$ cat src/rtl/catcore_cmd_dispatcher.sv
`default_nettype none
// +----------------------------------------------------------------------------+
// | Module      : catcore_cmd_dispatcher                                       |
// | Description : CatCore command engine. Takes validated UART RX frames,      |
// |               checks opcode/endchar, executes the command against a bank   |
// |               of NUM_CH PWM LED channels and queues one response frame to  |
// |               the UART TX side, honouring tx_busy backpressure.            |
// | Ports       : clk, nreset (sync, active-low)                               |
// |               frame_valid/frame_data/frame_ready : RX frame handshake      |
// |               tx_busy/tx_start/tx_data            : TX response handshake  |
// |               led_out   : registered PWM outputs, bit n = channel n        |
// |               err_count : saturating count of rejected frames              |
// | Revision    : 1.0 - initial release                                        |
// +----------------------------------------------------------------------------+
module catcore_cmd_dispatcher #(
   parameter int FRAME_BYTES = 18,
   parameter int NUM_CH      = 8,
   parameter int PWM_BITS    = 8,
   parameter int ERR_BITS    = 8
) (
   input  logic                     clk,
   input  logic                     nreset,
   input  logic                     frame_valid,
   input  logic [FRAME_BYTES*8-1:0] frame_data,
   output logic                     frame_ready,
   input  logic                     tx_busy,
   output logic                     tx_start,
   output logic [FRAME_BYTES*8-1:0] tx_data,
   output logic [NUM_CH-1:0]        led_out,
   output logic [ERR_BITS-1:0]      err_count
);

   localparam int c_FW = FRAME_BYTES * 8;

   localparam logic [1:0] c_IDLE  = 2'd0;
   localparam logic [1:0] c_CHECK = 2'd1;
   localparam logic [1:0] c_EXEC  = 2'd2;
   localparam logic [1:0] c_RESP  = 2'd3;

   localparam logic [7:0] c_OP_L    = 8'h4C;  // "L"
   localparam logic [7:0] c_OP_R    = 8'h52;  // "R"
   localparam logic [7:0] c_OP_X    = 8'h58;  // "X"
   localparam logic [7:0] c_OP_E    = 8'h45;  // "E"
   localparam logic [7:0] c_CH_BASE = 8'h41;  // "A"
   localparam logic [7:0] c_RD_TAG  = 8'h72;  // "r"

   // Right-justified, zero-filled, exactly as a string assignment would be
   localparam logic [c_FW-1:0] c_RESP_OK  = c_FW'("ok");
   localparam logic [c_FW-1:0] c_RESP_INV = c_FW'("invalid instruct");

   logic [1:0]          r_state;
   logic [1:0]          w_state_nxt;
   logic [c_FW-1:0]     r_frame;
   logic [c_FW-1:0]     r_tx_data;
   logic [ERR_BITS-1:0] r_err;

   logic [PWM_BITS-1:0] r_duty      [NUM_CH];
   logic [PWM_BITS-1:0] r_period    [NUM_CH];
   logic [PWM_BITS-1:0] r_cnt       [NUM_CH];
   logic [PWM_BITS-1:0] r_sh_duty   [NUM_CH];
   logic [PWM_BITS-1:0] r_sh_period [NUM_CH];
   logic [NUM_CH-1:0]   r_pending;
   logic [NUM_CH-1:0]   r_led;

   // ---------------- frame decode ----------------
   logic [7:0] w_op, w_byte1, w_byte2, w_byte3, w_endc, w_ch;
   logic       w_known, w_needs_ch, w_ch_ok, w_valid;
   logic       w_unused_frame;

   assign w_op    = r_frame[7:0];
   assign w_byte1 = r_frame[15:8];
   assign w_byte2 = r_frame[23:16];
   assign w_byte3 = r_frame[31:24];
   assign w_endc  = r_frame[c_FW-1 -: 8];
   assign w_unused_frame = ^r_frame;

   // A byte1 below "A" wraps to a large value and is rejected by the range test
   assign w_ch       = w_byte1 - c_CH_BASE;
   assign w_ch_ok    = (w_ch < 8'(NUM_CH));
   assign w_known    = (w_op == c_OP_L) || (w_op == c_OP_R) || (w_op == c_OP_X) || (w_op == c_OP_E);
   assign w_needs_ch = (w_op == c_OP_L) || (w_op == c_OP_R);
   assign w_valid    = (w_op == w_endc) && w_known && (!w_needs_ch || w_ch_ok);

   // Active-value read port for "R"
   logic [PWM_BITS-1:0] w_rd_duty, w_rd_period;
   logic [c_FW-1:0]     w_resp_r;

   always_comb begin
      w_rd_duty   = '0;
      w_rd_period = '0;
      for (int n = 0; n < NUM_CH; n++) begin
         if (w_ch == 8'(n)) begin
            w_rd_duty   = r_duty[n];
            w_rd_period = r_period[n];
         end
      end
   end

   always_comb begin
      w_resp_r                = '0;
      w_resp_r[7:0]           = c_RD_TAG;
      w_resp_r[15:8]          = w_byte1;
      w_resp_r[23:16]         = 8'(w_rd_duty);
      w_resp_r[31:24]         = 8'(w_rd_period);
      w_resp_r[c_FW-1 -: 8]   = c_RD_TAG;
   end

   // ---------------- FSM: state register ----------------
   always_ff @(posedge clk) begin
      if (!nreset) r_state <= c_IDLE;
      else         r_state <= w_state_nxt;
   end

   // ---------------- FSM: next state ----------------
   always_comb begin
      w_state_nxt = r_state;
      case (r_state)
         c_IDLE:  if (frame_valid) w_state_nxt = c_CHECK;
         c_CHECK: w_state_nxt = w_valid ? c_EXEC : c_RESP;
         c_EXEC:  w_state_nxt = c_RESP;
         c_RESP:  if (!tx_busy) w_state_nxt = c_IDLE;
         default: w_state_nxt = c_IDLE;
      endcase
   end

   // ---------------- FSM: outputs ----------------
   always_comb begin
      frame_ready = (r_state == c_IDLE);
      tx_start    = (r_state == c_RESP) && !tx_busy;
   end

   // ---------------- datapath: frame, response, error counter ----------------
   always_ff @(posedge clk) begin
      if (!nreset) begin
         r_frame   <= '0;
         r_tx_data <= '0;
         r_err     <= '0;
      end else begin
         case (r_state)
            c_IDLE: if (frame_valid) r_frame <= frame_data;
            c_CHECK: begin
               if (!w_valid) begin
                  r_tx_data <= c_RESP_INV;
                  if (r_err != '1) r_err <= r_err + ERR_BITS'(1);
               end
            end
            c_EXEC: begin
               case (w_op)
                  c_OP_L, c_OP_X: r_tx_data <= c_RESP_OK;
                  c_OP_R:         r_tx_data <= w_resp_r;
                  c_OP_E: begin
                     r_tx_data <= c_FW'(r_err);
                     r_err     <= '0;
                  end
                  default: r_tx_data <= r_tx_data;
               endcase
            end
            default: ;
         endcase
      end
   end

   // ---------------- PWM bank ----------------
   logic w_wr_l, w_wr_x;
   assign w_wr_l = (r_state == c_EXEC) && (w_op == c_OP_L);
   assign w_wr_x = (r_state == c_EXEC) && (w_op == c_OP_X);

   always_ff @(posedge clk) begin
      for (int n = 0; n < NUM_CH; n++) begin
         if (!nreset) begin
            r_duty[n]      <= '0;
            r_period[n]    <= '0;
            r_cnt[n]       <= '0;
            r_sh_duty[n]   <= '0;
            r_sh_period[n] <= '0;
            r_pending[n]   <= 1'b0;
            r_led[n]       <= 1'b0;
         end else begin
            // Shadow values only become active at a wrap, so a period never
            // gets cut short or stretched by an update (no runt pulses).
            if (r_cnt[n] >= r_period[n]) begin
               r_cnt[n] <= '0;
               if (r_pending[n]) begin
                  r_duty[n]    <= r_sh_duty[n];
                  r_period[n]  <= r_sh_period[n];
                  r_pending[n] <= 1'b0;
               end
            end else begin
               r_cnt[n] <= r_cnt[n] + PWM_BITS'(1);
            end
            r_led[n] <= (r_cnt[n] < r_duty[n]);
            // A write wins over the wrap's pending clear: the wrap has taken
            // the old shadow, the new one waits for the next wrap.
            if (w_wr_l && (w_ch == 8'(n))) begin
               r_sh_duty[n]   <= PWM_BITS'(w_byte2);
               r_sh_period[n] <= PWM_BITS'(w_byte3);
               r_pending[n]   <= 1'b1;
            end
            if (w_wr_x) begin
               r_sh_duty[n] <= '0;
               r_pending[n] <= 1'b1;
            end
         end
      end
   end

   assign tx_data   = r_tx_data;
   assign led_out   = r_led;
   assign err_count = r_err;

endmodule
`default_nettype wire

$ cat config.mk
export PLATFORM = sky130hd
export DESIGN_NAME = catcore_cmd_dispatcher
export DESIGN_NICKNAME = d
export VERILOG_FILES = /design/src/rtl/catcore_cmd_dispatcher.sv
export SDC_FILE = /design/constraint.sdc
export NUM_CORES = 1
export LEC_CHECK = 0
export CAP_MARGIN = 25
export CORE_MARGIN = 2
export CORE_UTILIZATION = 58
export DETAILED_ROUTE_END_ITERATION = 6
export DONT_BUFFER_PORTS = 1
export HOLD_SLACK_MARGIN = 0.03
export PLACE_DENSITY = 0.83
export SYNTH_ARGS = -nofsm -noshare
export SYNTH_HDL_FRONTEND = slang
export SYNTH_SLANG_ARGS = --single-unit
$ cat constraint.sdc
create_clock -name clk -period 3 [get_ports clk]
set_clock_uncertainty 0.15 [all_clocks]
set_input_delay 0.6 -clock clk [delete_from_list [all_inputs] [get_ports clk]]
set_output_delay 0.6 -clock clk [all_outputs]
set_load 0.05 [all_outputs]
==> results by group <==
Status
  – Status: finished, final reports clean

Pwr
  – Cell Pwr Density: 718 mW/mm^2
  – Pleak: 0.0100 uW
  – Peak VDD IR: slightly below 0.9 mV

STA
  – Max frequency: 336 MHz
  – Slew Viols, Final: 0
  – Worst-Margin Slew: 1.03 ns
  – Slew margin rel.: 0.313
  – Fin. Hold Viols: 0
  – Final worst slack: 0.0245 ns
  – Period utilization: 0.992
  – Setup violations, final: 0
  – Final TNS setup: 0 ns
  – Final worst path period need: ~3.0 ns
  – RSZ-0062 raised after global routing: no

GRT
  – Overall routing resource usage: 0.280
  – Initial antenna violation count: 5
  – GR Overflow Total: 0
  – Largest net degree at the start of global routing: slightly below 70
  – Vias in the first global route: around 15,000
  – First-pass GRT wire length: 82.8 mm

Floorplan
  – Initial Util: 0.592
  – Die Ht: 198 um
  – Chip width: 198 um
  – Die Area: ~0.039 sq mm
  – Core ar.: approximately 0.037 sq mm
  – I/O Pins: 310
  – Row count: 70

Setup path
  – Critical path's slowest cell: or4b_1
  – Max FO, Critical Path: 16
  – Critical Path RT: 3.34 ns
  – Buf+Inv Stages, Crit Path: 1
  – Critical path's largest stage delay: 0.58 ns
  – Critical-path cell list: or4b_1 -> buf_4 -> or3_1 -> o22ai_1 -> o21a_1 -> o21ai_0 -> a31oi_1
  – Worst Path Class, Setup: reg -> reg
  – Setup crit start kind: register
  – Cell family with most CP delay: simple AND/OR/NAND/NOR gates
  – Crit path capture type: register
  – Arrival @ worst endpoint: 3.32 ns

Logic synthesis
  – Top_reg_cell synth: edfxtp_1
  – Post-synthesis sequential area ratio: 0.534
  – Syn Inst Count: 1,999
  – Synth Cell Area: between 0.02 and 0.025 sq mm
  – Asr flop ratio synth: 0
  – Yosys reg bits: 420
  – Post-synth EDFFs: 320
  – Synth unique cells: 77
  – Mean Syn Cell Area: between 10 and 15 sq um
  – Synth warn: 0

Finish
  – Nets: roughly 2,300
  – Layout cells sized above 1: 0.0768
  – FF/Latch Area: ~0.012 sq mm
  – Multi-input logic area: 0.00889 sq mm
  – Layout area overhead: 10.4%
  – Post-Layout Cell Count: 2,555
  – Util after Layout: 0.653
  – Fill count: 2,651

Clock network
  – CTS tree: built
  – CTS buffer count: between 40 and 50
  – Clock latency on the worst-skew pair: 0.58 ns
  – Clk sinks: 420
  – Root buf cell: clkbuf_16
  – Clock Path Buffers: 3
  – H-tree levels: 2
  – Resize count post-CTS: 0
  – CTS clk-pin slew, worst paths: 0.06 ns

Routing
  – Final wirelength: 54.5 mm
  – Vias/cell: approximately 6.0
  – DRC Markers: 0
  – Final ANT Viol Nets: 0
  – DR vias: 15,300
  – DRC violation total after the first TritonRoute iteration: 1,835
  – Pre-antenna DRT Iters: 7
  – Wire length per cell: 21.3 um

Placement
  – Port-buffer cells: 0
  – Final Wtd Congestion: 0.953
  – Placed cells: about 2,400
  – Dpl hpwl: 36.2 mm
  – Setup WS pre-CTS: 0.201 ns

Min path
  – Type of the tightest min-delay check: in -> reg

Job
  – Max Cap Viol: 0
-- per-stage QoR --
step / total power [uW] / instance area [sq um] / hold slack, ns
finish: 17300 / 24000 / 0.0493
global route: 17800 / 24000 / 0.0388
CTS: 17200 / 24000 / 0.0319
detailed placement: 11600 / 22100 / 0.315
global placement: 11400 / 22100 / 0.309
floorplan: 11100 / 22200 / 0.291
-- metal layers --
| metal | vias up | wire, um | global-route usage |
|---|---|---|---|
| met1 | 7363 | 20900 | 0.366 |
| met5 | - | 0 | 0 |
| met2 | 774 | 25800 | 0.457 |
| met4 | 0 | 2280 | 0.111 |
| met3 | 164 | 5520 | 0.0591 |
| li1 | 7018 | - | - |
-- sequential cells by signal, summed over array words and instances (netlist names) --
signal       count
err_count        8
r_pending        8
r_state          2
led_out          8
r_duty          64
tx_data         34
r_period        64
r_frame         40
r_sh_duty       64
r_sh_period     64
r_cnt           64
-- report_power, final --
group          switching (uW)  total (uW)  internal, uW
sequential               1060        7750          6690
combinational            2800        3850          1050
clock                    2320        5660          3340
-- repair_timing --
action / in CTS / in global routing
endpoints found under the hold margin: 50 / 0
buffers inserted: 0 / 0
hold buffers: 38 / 0
-- cell usage in the layout (no fill, tap or decap), drive strengths merged, types with 6 or more instances in the layout --
master       netlist  routed
a211o             10      10
a211oi            13      13
a21o              36      36
a21oi             64      64
a22o               8       8
a22oi             17      17
a31oi             16      16
and2             147     147
and3             145     145
buf              128      55
clkbuf            81      68
clkinv             0       7
conb               2     125
dfxtp            100     100
dlygate4sd3        0      38
edfxtp           320     320
ha               133     133
inv              133     134
mux2              12      12
nand2            161     161
nand2b            36      36
nand3             61      61
nand4              6       6
nor2              27      27
nor2b              8       8
nor3              71      71
nor3b             10      10
o21a              11      11
o21ai             84      84
o21bai             8       8
o22ai             15      15
o2bb2ai           11      11
o41a               9       9
xnor2             20      20
xor2              40      40
-- logic make-up after synthesis --
logic type,after synthesis,synth area share
DFF,420,0.534
adders and majority gates,133,0.0765
muxes,15,0.00759
AOI/OAI and AO/OA,328,0.103
and+or+nand+nor,699,0.176
other,2,0.000345
buffers and inverters,342,0.0792
xor gates and xnor gates,60,0.0241
-- path summary, 6_finish.rpt --
check             slack, ns           from  cells after the start     endpoint
setup reg to reg       0.02    r_frame[12]                      7  tx_data[22]
hold reg to reg        0.33    r_frame[14]                      2  r_frame[14]
hold / removal         0.05  frame_data[9]                      2   r_frame[9]
setup / recovery       0.02    r_frame[12]                      7  tx_data[22]
-- synthesized netlist by cell type, types with 40 or more instances --
library cell | instances | area, sq um
inv_1 | 133 | 499
ha_1 | 133 | 1660
o21ai_0 | 78 | 390
a21oi_1 | 60 | 300
nor3_1 | 68 | 340
nand2_1 | 161 | 604
dfxtp_1 | 100 | 2000
xor2_1 | 40 | 350
clkbuf_1 | 80 | 300
and3_1 | 145 | 907
buf_4 | 110 | 826
nand3_1 | 61 | 305
and2_1 | 146 | 913
edfxtp_1 | 320 | 9610
-- layout make-up --
type / count / share of cell area
inverters: 133 / 0.0209
diodes: 4 / 0.000417
well taps: 468 / 0.0244
clock buffers: 68 / 0.0588
multi-input cells: 1360 / 0.370
repair buffers: 93 / 0.0376
clock inverters: 9 / 0.00438
flip-flops and latches: 420 / 0.484
(Power assumes the default switching activity.)
